### src/rtl/id_ex_pipe.sv
// ID/EX pipeline register with a one-entry skid buffer.
// id_ready comes only from a register, and an idle EX stage sees a zeroed (NOP) payload.
module id_ex_pipe #(
    parameter int ALUOP_W  = 8,
    parameter int ALUSEL_W = 3,
    parameter int DATA_W   = 32,
    parameter int RADDR_W  = 5,
    parameter int CNT_W    = 16
) (
    input  logic                clk,
    input  logic                rst,
    input  logic                flush,
    input  logic                cnt_clr,
    input  logic                id_valid,
    output logic                id_ready,
    input  logic [ALUOP_W-1:0]  id_aluop,
    input  logic [ALUSEL_W-1:0] id_alusel,
    input  logic [DATA_W-1:0]   id_reg1,
    input  logic [DATA_W-1:0]   id_reg2,
    input  logic [RADDR_W-1:0]  id_wd,
    input  logic                id_wreg,
    output logic                ex_valid,
    input  logic                ex_ready,
    output logic [ALUOP_W-1:0]  ex_aluop,
    output logic [ALUSEL_W-1:0] ex_alusel,
    output logic [DATA_W-1:0]   ex_reg1,
    output logic [DATA_W-1:0]   ex_reg2,
    output logic [RADDR_W-1:0]  ex_wd,
    output logic                ex_wreg,
    output logic [CNT_W-1:0]    bubble_cnt
);

    function automatic logic [CNT_W-1:0] sat_inc(input logic [CNT_W-1:0] v);
        return (&v) ? v : v + {{(CNT_W-1){1'b0}}, 1'b1};
    endfunction

    // Skid entry (_p0) and output entry (_p1)
    logic                vld_p0, vld_p1;
    logic [ALUOP_W-1:0]  aluop_p0, aluop_p1;
    logic [ALUSEL_W-1:0] alusel_p0, alusel_p1;
    logic [DATA_W-1:0]   reg1_p0, reg1_p1;
    logic [DATA_W-1:0]   reg2_p0, reg2_p1;
    logic [RADDR_W-1:0]  wd_p0, wd_p1;
    logic                wreg_p0, wreg_p1;

    logic accept;
    logic out_free;
    logic skid_load;

    assign id_ready  = ~vld_p0;
    assign accept    = id_valid & ~vld_p0;
    assign out_free  = ~vld_p1 | ex_ready;
    assign skid_load = ~flush & accept & (~out_free | vld_p0);

    always_ff @(posedge clk or negedge rst) begin
        if (!rst) begin
            vld_p0 <= 1'b0;
            vld_p1 <= 1'b0;
        end else if (flush) begin
            vld_p0 <= 1'b0;
            vld_p1 <= 1'b0;
        end else if (out_free) begin
            vld_p1 <= vld_p0 | accept;
            vld_p0 <= vld_p0 & accept;
        end else begin
            vld_p0 <= vld_p0 | accept;
        end
    end

    // Skid payload: meaningful only while vld_p0 is set
    always_ff @(posedge clk) begin
        if (skid_load) begin
            aluop_p0  <= id_aluop;
            alusel_p0 <= id_alusel;
            reg1_p0   <= id_reg1;
            reg2_p0   <= id_reg2;
            wd_p0     <= id_wd;
            wreg_p0   <= id_wreg;
        end
    end

    // Output payload: zero whenever the output entry is empty
    always_ff @(posedge clk or negedge rst) begin
        if (!rst) begin
            aluop_p1  <= '0;
            alusel_p1 <= '0;
            reg1_p1   <= '0;
            reg2_p1   <= '0;
            wd_p1     <= '0;
            wreg_p1   <= 1'b0;
        end else if (flush || (out_free && !vld_p0 && !accept)) begin
            aluop_p1  <= '0;
            alusel_p1 <= '0;
            reg1_p1   <= '0;
            reg2_p1   <= '0;
            wd_p1     <= '0;
            wreg_p1   <= 1'b0;
        end else if (out_free && vld_p0) begin
            aluop_p1  <= aluop_p0;
            alusel_p1 <= alusel_p0;
            reg1_p1   <= reg1_p0;
            reg2_p1   <= reg2_p0;
            wd_p1     <= wd_p0;
            wreg_p1   <= wreg_p0;
        end else if (out_free) begin
            aluop_p1  <= id_aluop;
            alusel_p1 <= id_alusel;
            reg1_p1   <= id_reg1;
            reg2_p1   <= id_reg2;
            wd_p1     <= id_wd;
            wreg_p1   <= id_wreg;
        end
    end

    always_ff @(posedge clk or negedge rst) begin
        if (!rst) begin
            bubble_cnt <= '0;
        end else if (cnt_clr) begin
            bubble_cnt <= '0;
        end else if (!vld_p1 && ex_ready && !flush) begin
            bubble_cnt <= sat_inc(bubble_cnt);
        end
    end

    assign ex_valid  = vld_p1;
    assign ex_aluop  = aluop_p1;
    assign ex_alusel = alusel_p1;
    assign ex_reg1   = reg1_p1;
    assign ex_reg2   = reg2_p1;
    assign ex_wd     = wd_p1;
    assign ex_wreg   = wreg_p1;

endmodule

### config.mk
export PLATFORM = sky130hd
export DESIGN_NAME = id_ex_pipe
export DESIGN_NICKNAME = d
export VERILOG_FILES = /design/src/rtl/id_ex_pipe.sv
export SDC_FILE = /design/constraint.sdc
export NUM_CORES = 1
export LEC_CHECK = 0
export ABC_CLOCK_PERIOD_IN_PS = 6100
export BUFFER_PORTS_ARGS = -buffer_cell sky130_fd_sc_hd__buf_2
export CELL_PAD_IN_SITES_DETAIL_PLACEMENT = 1
export CELL_PAD_IN_SITES_GLOBAL_PLACEMENT = 1
export CORE_ASPECT_RATIO = 1.4
export CORE_MARGIN = 5
export CORE_UTILIZATION = 33
export DETAILED_ROUTE_END_ITERATION = 10
export PLACE_DENSITY_LB_ADDON = 0.08
export SETUP_SLACK_MARGIN = 0.15
export SYNTH_ARGS = -nofsm -noshare
export SYNTH_HDL_FRONTEND = slang
export SYNTH_SLANG_ARGS = --single-unit
### constraint.sdc
create_clock -name clk -period 6.1 [get_ports clk]
set_clock_uncertainty 0.05 [all_clocks]
set_input_delay 1.22 -clock clk [delete_from_list [all_inputs] [get_ports clk]]
set_output_delay 1.22 -clock clk [all_outputs]
set_load 0.01 [all_outputs]
==> reports/results.tsv <==
metric	value	unit
Core ar.	0.0211	mm^2
Routed met1 length	7.60	mm
Vias	5015	
Nets	807	
Reg2Reg Depth	3	
all-layer global routing usage	16.0	%
Clk network pwr share	42.3	%
Die W	134	um
worst-case clock buffer depth	2	
worst skew pair latency	0.42	ns
Avg Cell Area, Syn	13.1	um^2
Initial Util	33.5	%
Seq pwr share	51.3	%
mux cell area share after synthesis	11.6	%
leakage power	3.70	nW
layout cells sized above 1	31.3	%
most common cell after layout, fill and taps aside	buf_2	
Synth Flop Type	dfrtp_1	
worst slew pin tran	0.997	ns
Antenna diodes	0	
Setup TNS Final	0	ns
Mapped Area	0.00708	mm^2
clk slew on worst S/H paths	0.08	ns
First-pass DRT Iterations	4	
dpl hpwl	12.9	mm
final setup vio count	0	
wire length on met3	1.14	mm
fin util	42.0	%
synthesis warning total	0	
WP depth	2	
DRC	0	
Worst EP required	4.83	ns
worst hold path type	reg2reg	
fin crit period	3.08	ns
area fraction in compound gates after synthesis	8.21	%
Synth Instances	540	
Slew headroom	33.5	%
grt total ovfl	0	
power density over the cells	291	mW/mm^2
TritonCTS clock tree	yes	
GP Congestion	0.741	
Logic pwr share	6.4	%
Initial DRC Count	320	
ys async rst share	55.0	%
WP data arrival	1.81	ns
CP cell instances	inv_1 -> buf_2	
Antenna Nets Post-Route	0	
first-pass GRT wire length	30.6	mm
Synth Area in XOR/XNOR	0	%
dpl cell area	0.00828	mm^2
max-capacitance violation count	0	
Clock Root Buffer	clkbuf_16	
crit path launch type	flip-flop	
max incr delay on CP	0.93	ns
Buf/Inv on CP	2	
num ports	186	
Hold Crit Depth	2	
final wirelength	19.4	mm
Slew Limit Fails	0	
largest net degree at the start of global routing	82	
total CTS buffers	17	
met2 routed WL	10.3	mm
Die ar.	0.0245	mm^2
Tcrit/Tclk final	50.4	%
post-detailed-route wirelength per cell	19.5	um
P_int	1.95	mW
Synth Area in Simple Gates	8.75	%
outcome	complete, no violations	
sequential share of the synthesized area	69.4	%
# rows	63	
total power	2.58	mW
vias in the first global route	5739	
Resized Gates After CTS	0	
die height	183	um
area delta synth->final	25.5	%
Final Hold Viols	0	
maximum net fanout on the critical path	43	
Setup CP Type	reg2out	
RSZ-0062 raised after global routing	no	
post-synth cell types	31	
Buffers on Ports	185	
hold_ws	0.425	ns
CP delay by family, top	flip-flops	
Mapped Nets	628	
Sinks on Clock Net	180	
CP max stage cell	dfrtp_4	
Adder-Cell Fraction of Synth Area	0.177	%
crit path capture type	output port	
Final Cell Area	0.00888	mm^2
Vias/cell	5.06	
#FFs+latches synth	180	
Peak VDD IR	0.174	mV
CTS H-tree depth	4	
main combinational cell family by area after synthesis	multiplexers	
post-CTS setup buffers	0	
Switch Pwr	635	uW
Post-synth EDFFs	81	
commonest non-fill, non-tap cells in the layout	buf_2 (184), dfrtp_1 (98), nand2_1 (88), o21ai_0 (85), edfxtp_1 (81)	
max frequency	325	MHz
Sw Ratio	24.5	%
Top Layer Used	met5	
CTS Hold Bufs	0	
antenna violations before repair	1	
## power by group through the flow
stage | registers, mW | logic [mW] | clock network [mW]
floorplan | 1.36 | 0.0557 | 0
global placement | 1.35 | 0.167 | 0
detailed placement | 1.35 | 0.173 | 0
CTS | 1.33 | 0.173 | 1.13
global route | 1.33 | 0.187 | 1.18
finish | 1.33 | 0.165 | 1.09
## worst paths after layout
| check | from | endpoint | slack [ns] |
|---|---|---|---|
| worst min-delay path | ex_wd[0] | ex_wd[0] | 0.43 |
| worst min register to register | ex_wd[0] | ex_wd[0] | 0.43 |
| worst max-delay path | vld_p0 | id_ready | 3.02 |
| worst max register to register | vld_p0 | reg1_p0[20] | 3.50 |
| min in group asynchronous | rst | ex_aluop[5] | 0.77 |
| max in group asynchronous | rst | ex_reg2[16] | 4.02 |
## layout make-up
type                       instances  area [um^2]
fill                            2272        12200
multi-input combinational        327         2060
inverter                           2         7.51
sequential                       180         4910
clock inverter                    15          168
tap                              260          325
clock buffer                      17          425
timing repair buffer             191          973
## sequential cells by signal, indices dropped and copies added, names as in the netlist
register and cells:
ex_wd 5, ex_reg2 32, alusel_p0 3, ex_wreg 1, wd_p0 5, bubble_cnt 16, aluop_p0 8, ex_aluop 8
reg1_p0 32, ex_valid 1, wreg_p0 1, reg2_p0 32, vld_p0 1, ex_alusel 3, ex_reg1 32
## cells by family after synthesis
group	Yosys count
adder cells (fa/ha/maj)	1
buffers and inverters	33
AND/OR/NAND/NOR	133
multiplexers	82
AO/OA/AOI/OAI	111
flip-flops	180
## cells in the mapped netlist, types with 2 or more instances
cell	instances	area [um^2]
dfrtp_1	99	2480
nand2_1	88	330
o21ai_0	85	425
edfxtp_1	81	2430
mux2i_1	80	801
clkbuf_1	26	97.6
a21oi_1	16	80.1
o31ai_1	10	75.1
or4_1	9	67.6
nand4_1	7	43.8
nor2_1	6	22.5
or3_1	5	31.3
nor4_1	3	18.8
and3_1	2	12.5
and4_1	2	17.5
buf_1	2	7.51
buf_2	2	10.0
inv_1	2	7.51
nand3_1	2	10.0
nor2b_1	2	12.5
## worst min-delay path, stage by stage, from the launching register on
cell     delay (ns)
dfrtp_1        0.34
nand2_1        0.04
o21ai_0        0.06
## through the flow
stage / setup slack [ns] / std cells
CTS: 2.98 / 992
finish: 3.02 / 992
detailed placement: 2.77 / 960
global placement: 2.87 / 960
floorplan: 1.86 / 540
global route: 2.95 / 992
## routing by layer
layer  vias to the layer above  global-route usage (%)
li1                       2317                       -
met1                      2546                    17.8
met2                       124                    28.9
met3                        26                    5.21
met4                         2                    4.90
met5                         -                       0
(Power assumes the default switching activity.)
